<file path="config.mk">
export PLATFORM = sky130hd
export DESIGN_NAME = div_unit
export DESIGN_NICKNAME = d
export VERILOG_FILES = /design/src/rtl/div_unit_pkg.sv /design/src/rtl/div_unit.sv
export SDC_FILE = /design/constraint.sdc
export NUM_CORES = 1
export LEC_CHECK = 0
export CORE_AREA = 2 2 210 212
export DETAILED_ROUTE_END_ITERATION = 10
export DIE_AREA = 0 0 212 214
export PLACE_DENSITY = 0.56
export RECOVER_POWER = 50
export SLEW_MARGIN = 20
export SYNTH_ARGS = -nofsm -noshare
export SYNTH_HDL_FRONTEND = slang
export SYNTH_SLANG_ARGS = --single-unit
</file>
<file path="constraint.sdc">
create_clock -name clk -period 3.6 [get_ports clk]
set_input_delay 1.08 -clock clk [delete_from_list [all_inputs] [get_ports clk]]
set_output_delay 1.08 -clock clk [all_outputs]
set_load 0.02 [all_outputs]
</file>
<file path="src/rtl/div_unit_pkg.sv">
// Shared constants for the multi-cycle divider: FSM encodings, handshake
// levels, bus widths and the EX opcodes that route work to the divider.
package div_unit_pkg;

  localparam int DIV_DW = 32;

  localparam logic [1:0] DIV_FREE    = 2'b00;
  localparam logic [1:0] DIV_BY_ZERO = 2'b01;
  localparam logic [1:0] DIV_ON      = 2'b10;
  localparam logic [1:0] DIV_END     = 2'b11;

  localparam logic DIV_START = 1'b1;
  localparam logic DIV_STOP  = 1'b0;

  localparam logic DIV_RESULT_READY     = 1'b1;
  localparam logic DIV_RESULT_NOT_READY = 1'b0;

  localparam logic [DIV_DW-1:0]   ZERO_WORD   = 32'h0000_0000;
  localparam logic [2*DIV_DW-1:0] ZERO_DOUBLE = 64'h0000_0000_0000_0000;

  typedef logic [2*DIV_DW-1:0] double_reg_bus_t;

  localparam logic [7:0] EXE_DIV_OP  = 8'b0001_1010;
  localparam logic [7:0] EXE_DIVU_OP = 8'b0001_1011;

  // A request is only taken when EX asks and is not flushing the slot.
  function automatic logic div_accept(input logic start, input logic annul);
    return (start == DIV_START) && !annul;
  endfunction

endpackage

</file>
<file path="src/rtl/div_unit.sv">
// Radix-2 restoring divider for DIV/DIVU: one quotient bit per clock, signs
// handled by dividing magnitudes and fixing up the result at the end.
module div_unit
  import div_unit_pkg::*;
#(
  parameter int DW   = DIV_DW,
  parameter int CNTW = 6
) (
  input  logic            clk,
  input  logic            rst,
  input  logic            signed_div_i,
  input  logic [DW-1:0]   opdata1_i,
  input  logic [DW-1:0]   opdata2_i,
  input  logic            start_i,
  input  logic            annul_i,
  output logic [2*DW-1:0] result_o,
  output logic            ready_o
);

  localparam logic [DW-1:0]   ZERO_W   = {DW{1'b0}};
  localparam logic [DW-1:0]   ONE_W    = {{(DW-1){1'b0}}, 1'b1};
  localparam logic [2*DW-1:0] ZERO_D   = {(2*DW){1'b0}};
  localparam logic [CNTW-1:0] CNT_ZERO = {CNTW{1'b0}};
  localparam logic [CNTW-1:0] CNT_ONE  = {{(CNTW-1){1'b0}}, 1'b1};
  localparam logic [CNTW-1:0] CNT_LAST = CNTW'(DW);

  function automatic logic [DW-1:0] twos_neg(input logic [DW-1:0] v);
    return ~v + ONE_W;
  endfunction

  logic [1:0]      state_r;
  logic [CNTW-1:0] cnt_r;
  logic [DW-1:0]   rem_r;
  logic [DW-1:0]   quo_r;
  logic [DW-1:0]   divisor_r;
  logic            sign1_r;
  logic            sign2_r;
  logic            signed_r;

  logic            accept_s;
  logic [DW-1:0]   abs1_s;
  logic [DW-1:0]   abs2_s;
  logic [DW:0]     minuend_s;
  logic [DW:0]     diff_s;
  logic [DW-1:0]   step_rem_s;
  logic [DW-1:0]   step_quo_s;
  logic [DW-1:0]   fix_rem_s;
  logic [DW-1:0]   fix_quo_s;

  // Operand magnitudes, one restoring step and the final sign fix-up.
  always_comb begin
    accept_s   = div_accept(start_i, annul_i);
    abs1_s     = opdata1_i;
    abs2_s     = opdata2_i;
    minuend_s  = {rem_r, quo_r[DW-1]};
    diff_s     = minuend_s - {1'b0, divisor_r};
    step_rem_s = rem_r;
    step_quo_s = quo_r;
    fix_rem_s  = rem_r;
    fix_quo_s  = quo_r;

    if (signed_div_i && opdata1_i[DW-1]) begin
      abs1_s = twos_neg(opdata1_i);
    end else begin
      abs1_s = opdata1_i;
    end

    if (signed_div_i && opdata2_i[DW-1]) begin
      abs2_s = twos_neg(opdata2_i);
    end else begin
      abs2_s = opdata2_i;
    end

    // A clear borrow bit means the divisor fits: keep the difference.
    if (!diff_s[DW]) begin
      step_rem_s = diff_s[DW-1:0];
      step_quo_s = {quo_r[DW-2:0], 1'b1};
    end else begin
      step_rem_s = minuend_s[DW-1:0];
      step_quo_s = {quo_r[DW-2:0], 1'b0};
    end

    if (signed_r && (sign1_r ^ sign2_r)) begin
      fix_quo_s = twos_neg(quo_r);
    end else begin
      fix_quo_s = quo_r;
    end

    // The remainder takes the sign of the dividend.
    if (signed_r && sign1_r) begin
      fix_rem_s = twos_neg(rem_r);
    end else begin
      fix_rem_s = rem_r;
    end
  end

  // Divider FSM, iteration counter, working register and registered outputs.
  always_ff @(posedge clk) begin
    if (rst) begin
      state_r   <= DIV_FREE;
      cnt_r     <= CNT_ZERO;
      rem_r     <= ZERO_W;
      quo_r     <= ZERO_W;
      divisor_r <= ZERO_W;
      sign1_r   <= 1'b0;
      sign2_r   <= 1'b0;
      signed_r  <= 1'b0;
      result_o  <= ZERO_D;
      ready_o   <= DIV_RESULT_NOT_READY;
    end else begin
      case (state_r)
        DIV_FREE: begin
          result_o <= ZERO_D;
          ready_o  <= DIV_RESULT_NOT_READY;
          cnt_r    <= CNT_ZERO;
          if (accept_s) begin
            if (opdata2_i == ZERO_W) begin
              state_r <= DIV_BY_ZERO;
            end else begin
              state_r   <= DIV_ON;
              rem_r     <= ZERO_W;
              quo_r     <= abs1_s;
              divisor_r <= abs2_s;
              sign1_r   <= opdata1_i[DW-1];
              sign2_r   <= opdata2_i[DW-1];
              signed_r  <= signed_div_i;
            end
          end else begin
            state_r <= DIV_FREE;
          end
        end

        DIV_BY_ZERO: begin
          state_r <= DIV_END;
          rem_r   <= ZERO_W;
          quo_r   <= ZERO_W;
        end

        DIV_ON: begin
          if (annul_i) begin
            state_r  <= DIV_FREE;
            cnt_r    <= CNT_ZERO;
            result_o <= ZERO_D;
            ready_o  <= DIV_RESULT_NOT_READY;
          end else if (cnt_r != CNT_LAST) begin
            rem_r <= step_rem_s;
            quo_r <= step_quo_s;
            cnt_r <= cnt_r + CNT_ONE;
          end else begin
            state_r  <= DIV_END;
            cnt_r    <= CNT_ZERO;
            rem_r    <= fix_rem_s;
            quo_r    <= fix_quo_s;
            result_o <= {fix_rem_s, fix_quo_s};
            ready_o  <= DIV_RESULT_READY;
          end
        end

        // Hold the answer until EX drops its request; flushes are too late here.
        DIV_END: begin
          if (start_i == DIV_START) begin
            result_o <= {rem_r, quo_r};
            ready_o  <= DIV_RESULT_READY;
          end else begin
            state_r  <= DIV_FREE;
            result_o <= ZERO_D;
            ready_o  <= DIV_RESULT_NOT_READY;
          end
        end

        default: begin
          state_r  <= DIV_FREE;
          cnt_r    <= CNT_ZERO;
          result_o <= ZERO_D;
          ready_o  <= DIV_RESULT_NOT_READY;
        end
      endcase
    end
  end

endmodule
</file>
Word-level counts from Yosys, hierarchy flattened
Cells that the tools add are included.
- register bits: 172
- input port bits: 69
- output and inout port bits: 65
- logic and storage cells: 79
- mux-type cells: 33
- eq/ne operators: 9
- add/sub/neg operators: 6
- bitwise gates (word level): 6
- reductions and logical operators: 15
- operator list (kind ; count):
    $mux W32 ; 13
    $mux W64 ; 3
    $pmux W32 S3 ; 2
    $pmux W64 S3 ; 1
    $add A32 B1 Y32 const B ; 4
    $not A32 Y32 ; 4
    $sub A33 B32 Y33 ; 1
    $logic_not A32 Y1 ; 1
    $mux W6 ; 2
    $pmux W6 S2 ; 1
    $mux W2 ; 5
    $ne A2 B2 Y1 const B ; 4
    $pmux W2 S4 ; 1
    $add A6 B1 Y6 const B ; 1
    $ne A6 B6 Y1 const B ; 1
    $reduce_bool A3 Y1 ; 2
    $logic_and A1 B1 Y1 ; 5
    $eq A2 B2 Y1 const B ; 2
    $mux W1 ; 4
    $reduce_and A2 Y1 ; 2
    $reduce_and A4 Y1 ; 1
    $ne A3 B3 Y1 const B ; 1
    $pmux W1 S3 ; 1
    $reduce_and A3 Y1 ; 1
    other kinds (6) ; 6

Longest topological paths before layout
Gate-level depths: netlist (run 1).
- word-level depth: 6
- gate-level depth with buffers: 15
- gate-level depth less buffers: 13

Worst setup path after synthesis (run 1)
Ideal clock, no wire load.
- path kind: input to register
- start point: in opdata2_i[0]
- end point: reg rem_r[29]
- buffers on the path: 2
- required time: 3.473 ns
- stages: 14
- data arrival time: 3.342 ns
- setup slack: 0.131 ns
- library setup time: 0.127 ns
- cells stage by stage: inv_1 ha_1 nor4b_1 nand3_1 nor3_1 a21boi_1 o21a_1 clkbuf_1 nand2_1 clkbuf_1 o21ai_0 a21oi_1 o21a_1 o31ai_1
- longest elaborated chain between the ends: 3
- RTL lines (element ; line ; RTL):
    start: declaration ; div_unit.sv:13 ; input logic [DW-1:0] opdata2_i,
    $logic_not A32 Y1 ; div_unit.sv:117 ; if (opdata2_i == ZERO_W) begin
    $ne A2 B2 Y1 (no line) ; - ;
    $reduce_and A4 Y1 (no line) ; - ;
    end signal: assignment ; div_unit.sv:146 ; rem_r <= step_rem_s;
    end signal: assignment ; div_unit.sv:152 ; rem_r <= fix_rem_s;
    end: declaration ; div_unit.sv:33 ; logic [DW-1:0] rem_r;
Every way passes these cells.
A chain may end at the register's enable or synchronous reset.

Worst setup path after layout (run 1)
- start point: in opdata2_i[0]
- end point: reg rem_r[21]
The elaborated chain is that of the path after synthesis.

==> impl_metrics.ini, run 1 <==
[synth]
seq_area_frac_synth = 0.269
netlist.area_leader.share = 0.269
syn-num-nets = 1937
yosysWarnings = 0
synthCells = 1824
synth-seq-cells = 172
postSynthAreaPerCell_um2 = 7.01
netlist_area_um2 = 12800
synthTopCellsByArea = dfxtp_1 27%, nor2_1 8.7%, a21oi_1 7.8%, o21ai_0 6.5%, xnor2_1 4.2%
ys_types = 80
synthArstFlopShare = 0
synthFlopType = dfxtp_1
synth_top_area_cell = dfxtp_1
synth_edf_count = 0

[timing]
timing_hold_violations_final = 0
rsz0062_at_grt = false
tightest_slew_ns = 0.868
fmax_mhz = 294
finalMaxSlewViolations = 0
tns_ns = 0
finalClockSkew_ns = 0.0188
fin_crit_sh = 0.945
relSlewSlack = 0.419
min_period_ns = 3.40
setup_viol = 0

[clocking]
clkLatencyLatePin_ns = 0.47
cts.path.max_buffers = 2
clk_pin_slew_ns = 0.07
cts_sinks = 172
cts_tree = done
root_buffer = clkbuf_16
htree_levels = 4
cts_inserted_buffers = 17

[drt]
vias_per_cell = 5.34
finalWirelength_um = 45800
drtPass1Iterations = 5
drc = 0
dr_total_vias = 13700
postRouteAntennaNets = 0
drt_iter0_markers = 1172
drt-wirelength-per-cell_um = 17.8

[worst_setup_path]
cp-start-kind = input pin
r2r_start = quo_r[31]
required_ns = 3.94
arrival_ns = 3.74
rr_worst_depth = 14
cp-end-kind = register
crit_chain = clkdlybuf4s50_1 -> inv_1 -> ha_1 -> nor4b_1 -> buf_4 -> nand3_1 -> nor3_1 -> buf_4 -> a21boi_4 -> nor2_1 -> nor3_1 -> buf_4 -> nand2_1 -> buf_12 -> o221ai_1
crit_type = in -> reg
cp_top_family = buffers and inverters
rr_endpoint = rem_r[12]
path_common_cell = buf_4
cp_max_fo = 11
critPathMaxStageDelay_ns = 0.42
cp_slowest_cell = clkdlybuf4s50_1
r2r_slack_ns = 0.23
path_buf_inv = 6

[pwr]
power.switching_w = 0.00151
clockPowerShare = 0.387
finalPower_w = 0.00486
comb_power_share = 0.195
p_leak_nw = 6.12
p_sw_frac = 0.310
p_per_area_nw_per_um2 = 303
seqPwrFrac = 0.418
p_int_w = 0.00336
ir_drop_uv = 294

[floorplan]
start_util = 0.298
core-area_um2 = 42900
rows = 76
die-area_um2 = 45400
ios = 134
die_y_um = 214
die_w_um = 212

[flow_run]
maxCapViolCount = 0

[global_routing]
busiest_layer = met1
first_global_vias = 12500
use_met3 = 0.0421
grt_overflow = 0
grt_max_degree = 138
grt_pass1_wl_um = 71500
grtUsageMet2 = 0.278
met1_usage = 0.307
antenna_found_initial = 1
track_usage = 0.199

[finish]
finalInstanceArea_um2 = 16100
final_cell_mix = 297 x nor2_1, 198 x a21oi_1, 172 x dfxtp_1
drive_gt1_frac = 0.105
layout_commonest_cell = nor2_1
fin_util = 0.375
fin_nets = 2079
instances_no_fill = 2565
n_fill_cell = 4517
syn_to_final_growth_pct = 25.6

[hold_path]
min_path_cells = 2
min-delay-start = result_o[0]
min_to = result_o[0]
hold_class = reg -> reg

[placement]
placed_cell_area_um2 = 15500
globalplace.congestion = 0.882
place_inst = 2532
io_buffers = 133
dp_hpwl_um = 34900

[status]
status = completed
worst max-delay path by stage:
| stage | cells past startpoint | slack (ns) | end | startpoint |
|---|---|---|---|---|
| after global placement | 15 | -0.23 | rem_r[21] | opdata2_i[1] |
| after CTS | 13 | 0.18 | rem_r[31] | divisor_r[12] |
| after detailed placement | 15 | -0.25 | rem_r[21] | opdata2_i[0] |
| after global routing | 15 | 0.01 | rem_r[3] | opdata2_i[0] |
| after floorplan | 14 | 0.13 | rem_r[29] | opdata2_i[0] |
| final | 15 | 0.20 | rem_r[21] | opdata2_i[0] |
layout make-up:
class                           instances  area [µm²]  area share
Multi-Input combinational cell       1449        8610       0.536
Inverter                               52         195      0.0121
Tap cell                              585         732      0.0455
Timing Repair Buffer                  274        2510       0.157
Clock buffer                           19         443      0.0276
Sequential cell                       172        3440       0.214
Antenna cell                            1        2.50    0.000156
Clock inverter                         13         133     0.00825
worst register-to-register path: stages, from the launching register on:
cell and delay (ns):
dfxtp_1 0.40, inv_1 0.08, ha_1 0.23, fa_1 0.40
nand2b_1 0.18, a21oi_1 0.21, o21ba_2 0.24, nor4_4 0.06
nand4b_1 0.22, a21o_1 0.24, o311ai_4 0.12, buf_12 0.23
mux2_2 0.38, a21oi_1 0.15, o21ai_0 0.10
cell usage after synthesis, drive strengths merged, types with 4 or more instances:
cell type and number:
a211oi 38, a21o 14, a21oi 199, a22o 5
a22oi 36, a311oi 6, a31oi 9, a32o 6
and2 11, and3 6, buf 19, clkbuf 132
dfxtp 172, ha 43, inv 52, mux2 6
mux2i 19, nand2 142, nand2b 16, nand3 26
nand4 10, nor2 297, nor2b 11, nor3 69
nor4 25, o211ai 12, o21a 9, o21ai 170
o21bai 4, o221ai 11, o22ai 24, o31ai 20
o41ai 10, or2 7, or3 16, or4 9
xnor2 62, xor2 60
per-layer routing:
metal,vias up,routed length [µm]
met1,6377,23400
met2,471,18300
li1,6799,-
met4,2,585
met5,-,13
met3,38,3470
power groups by stage:
stage	Sequential, W	Combinational, W	Clock (W)
after CTS	0.00203	0.000943	0.00192
final	0.00204	0.000947	0.00188
after floorplan	0.00203	0.000631	0
after global placement	0.00207	0.000926	0
after detailed placement	0.00208	0.000940	0
after global routing	0.00205	0.00104	0.00199
flip-flops by register name, indices dropped and copies added (netlist names):
signal	cells
divisor_r	32
result_o	64
rem_r	32
sign1_r	1
quo_r	32
sign2_r	1
signed_r	1
ready_o	1
cnt_r	6
state_r	2
stage by stage:
step	hold WS [ns]	setup slack, ns
after floorplan	0.447	0.131
after global placement	0.443	-0.235
after detailed placement	0.449	-0.254
after CTS	0.459	0.180
after global routing	0.469	0.0118
final	0.451	0.199
cell families after synthesis:
group	Yosys count	share of synthesized area
AO/OA/AOI/OAI	602	0.289
flip-flops	172	0.269
adder cells (fa/ha/maj)	44	0.0436
XOR/XNOR	122	0.0835
multiplexers	25	0.0201
buffers and inverters	203	0.0618
AND/OR/NAND/NOR	656	0.233
timing repair:
item                                    4_1_cts  5_1_grt
hold buffers                                  0        0
endpoints found under the setup margin        0        3
resized for setup                             0        3
setup buffers                                 0        0
(Power assumes the default switching activity.)
==> run 2, diff against run 1 <==
Settings changed: RECOVER_POWER 50 to 100, SLEW_MARGIN 20 to 40.
==> run 2 against run 1 <==
- cell count is the same
- sequential power is essentially flat
- worst setup slack lost 0.029 ns
- total power is essentially flat
- combinational power is essentially flat
- clock power is essentially flat
- first-iteration DRC count is essentially flat
- non-clock buffer count is the same
- final area shrank 0.16%
==> impl_metrics.ini, run 2 (synthesis results as in run 1) <==
[status]
status = completed

[floorplan]
ios = 134
die_y_um = 214
die-area_um2 = 45400
core-area_um2 = 42900
rows = 76
die_w_um = 212
start_util = 0.298

[pwr]
p_int_w = 0.00335
seqPwrFrac = 0.419
p_per_area_nw_per_um2 = 303
p_leak_nw = 6.11
power.switching_w = 0.00151
clockPowerShare = 0.387
ir_drop_uv = 298
comb_power_share = 0.194
p_sw_frac = 0.310

[timing]
relSlewSlack = 0.503
fin_crit_sh = 0.953
setup_viol = 0
hold_slack_ns = 0.451
rsz0062_at_grt = false
min_period_ns = 3.43
finalMaxSlewViolations = 0
timing_hold_violations_final = 0
finalClockSkew_ns = 0.0168
fmax_mhz = 292
setup_ws_ns = 0.170
tightest_slew_ns = 0.745

[clocking]
clkLatencyLatePin_ns = 0.47
htree_levels = 4
root_buffer = clkbuf_16
cts.path.max_buffers = 2
cts_tree = done
clk_pin_slew_ns = 0.07
cts_sinks = 172
cts_inserted_buffers = 17

[placement]
place_ws_ns = -0.254
place_inst = 2532
dp_hpwl_um = 34900
io_buffers = 133
placed_cell_area_um2 = 15500
globalplace.congestion = 0.882

[finish]
instances_no_fill = 2565
n_fill_cell = 4521
finalInstanceArea_um2 = 16000
drive_gt1_frac = 0.104
layout_commonest_cell = nor2_1
multi_input_area_um2 = 8590
regMostFlops = result_o
fin_nets = 2079
syn_to_final_growth_pct = 25.4
largest_reg_flops = 64
final_cell_mix = 296 x nor2_1, 198 x a21oi_1, 172 x dfxtp_1
seq_area_um2 = 3440

[drt]
drtPass1Iterations = 5
vias_per_cell = 5.33
drt_iter0_markers = 1173
drc = 0
finalWirelength_um = 45800
drt-wirelength-per-cell_um = 17.8
dr_total_vias = 13700
postRouteAntennaNets = 0

[global_routing]
track_usage = 0.199
antenna_found_initial = 1
grt_pass1_wl_um = 71500
grt_max_degree = 138
first_global_vias = 12500
grt_overflow = 0

[worst_setup_path]
crit_chain = dlygate4sd3_1 -> clkbuf_1 -> nor2b_1 -> buf_4 -> a21oi_1 -> o21ai_2 -> buf_12 -> nor2_1 -> a21oi_1 -> nor2_1
r2r_start = quo_r[31]
cp_top_family = buffers and inverters
cp_num_cells = 10
cp-end-kind = register
critPathMaxStageDelay_ns = 0.62
required_ns = 4.00
arrival_ns = 3.83
startpoint = annul_i
crit_type = in -> reg
rr_endpoint = rem_r[12]
cp_max_fo = 19
rr_worst_depth = 14
path_buf_inv = 4
cp-start-kind = input pin
r2r_slack_ns = 0.25
endpoint = result_o[53]
cp_slowest_cell = dlygate4sd3_1

[flow_run]
maxCapViolCount = 0

[hold_path]
hold_class = reg -> reg
## run 2: cell types whose count changed in the layout (fill, tap and decap cells not counted), sizes merged
cell / change
buf: -4
clkbuf: +4
## run 2: metal layers
metal / vias to the layer above / share of wire / wire (µm) / GRT usage
li1: 6798 / - / - / -
met1: 6352 / 0.51 / 23300 / 0.307
met2: 471 / 0.40 / 18300 / 0.278
met3: 46 / 0.076 / 3490 / 0.0421
met4: 2 / 0.014 / 635 / 0.0469
met5: - / 0.00028 / 13 / 0
## run 2: worst min path at each step
stage            startpoint           end  cells past startpoint
6_report        result_o[0]   result_o[0]                      2
5_1_grt        result_o[32]  result_o[32]                      2
4_1_cts        result_o[32]  result_o[32]                      2
3_5_place_dp   result_o[31]  result_o[31]                      2
3_3_place_gp   result_o[32]  result_o[32]                      2
2_1_floorplan      cnt_r[5]      cnt_r[5]                      1
## run 2: what timing repair did
action | in CTS | in global routing
buffers inserted | 0 | 0
resized for setup | 0 | 3
setup endpoints to repair | 0 | 3
hold buffers | 0 | 0
## run 2: metrics by stage
stage / setup TNS (ns) / utilization / power [W]
finish: 0 / 0.374 / 0.00486
global route: 0 / 0.374 / 0.00508
CTS: 0 / 0.375 / 0.00490
detailed placement: -9.56 / 0.361 / 0.00302
global placement: -8.56 / 0.361 / 0.00300
floorplan: 0 / - / 0.00266
## run 2: cell type report
cell class,count,share of cell area
Antenna cell,1,0.000156
Multi-Input combinational cell,1449,0.536
Clock inverter,13,0.00827
Sequential cell,172,0.215
Clock buffer,19,0.0276
Inverter,52,0.0122
Timing Repair Buffer,274,0.156
Tap cell,585,0.0456
## run 2: power by group through the flow
stage	sequential [W]	clock (W)	combinational (W)
2_1_floorplan	0.00203	0	0.000631
3_3_place_gp	0.00207	0	0.000926
3_5_place_dp	0.00208	0	0.000940
4_1_cts	0.00203	0.00192	0.000943
5_1_grt	0.00205	0.00199	0.00104
6_report	0.00204	0.00188	0.000944
## run 2: worst register-to-register path: cells and delay by family (launching register included)
kind                       cells  cell delay [ns]
buffers and inverters          2             0.32
DFF                            1             0.40
adders and majority gates      2             0.63
muxes                          1             0.39
AOI/OAI and AO/OA              6             1.06
and+or+nand+nor                3             0.46
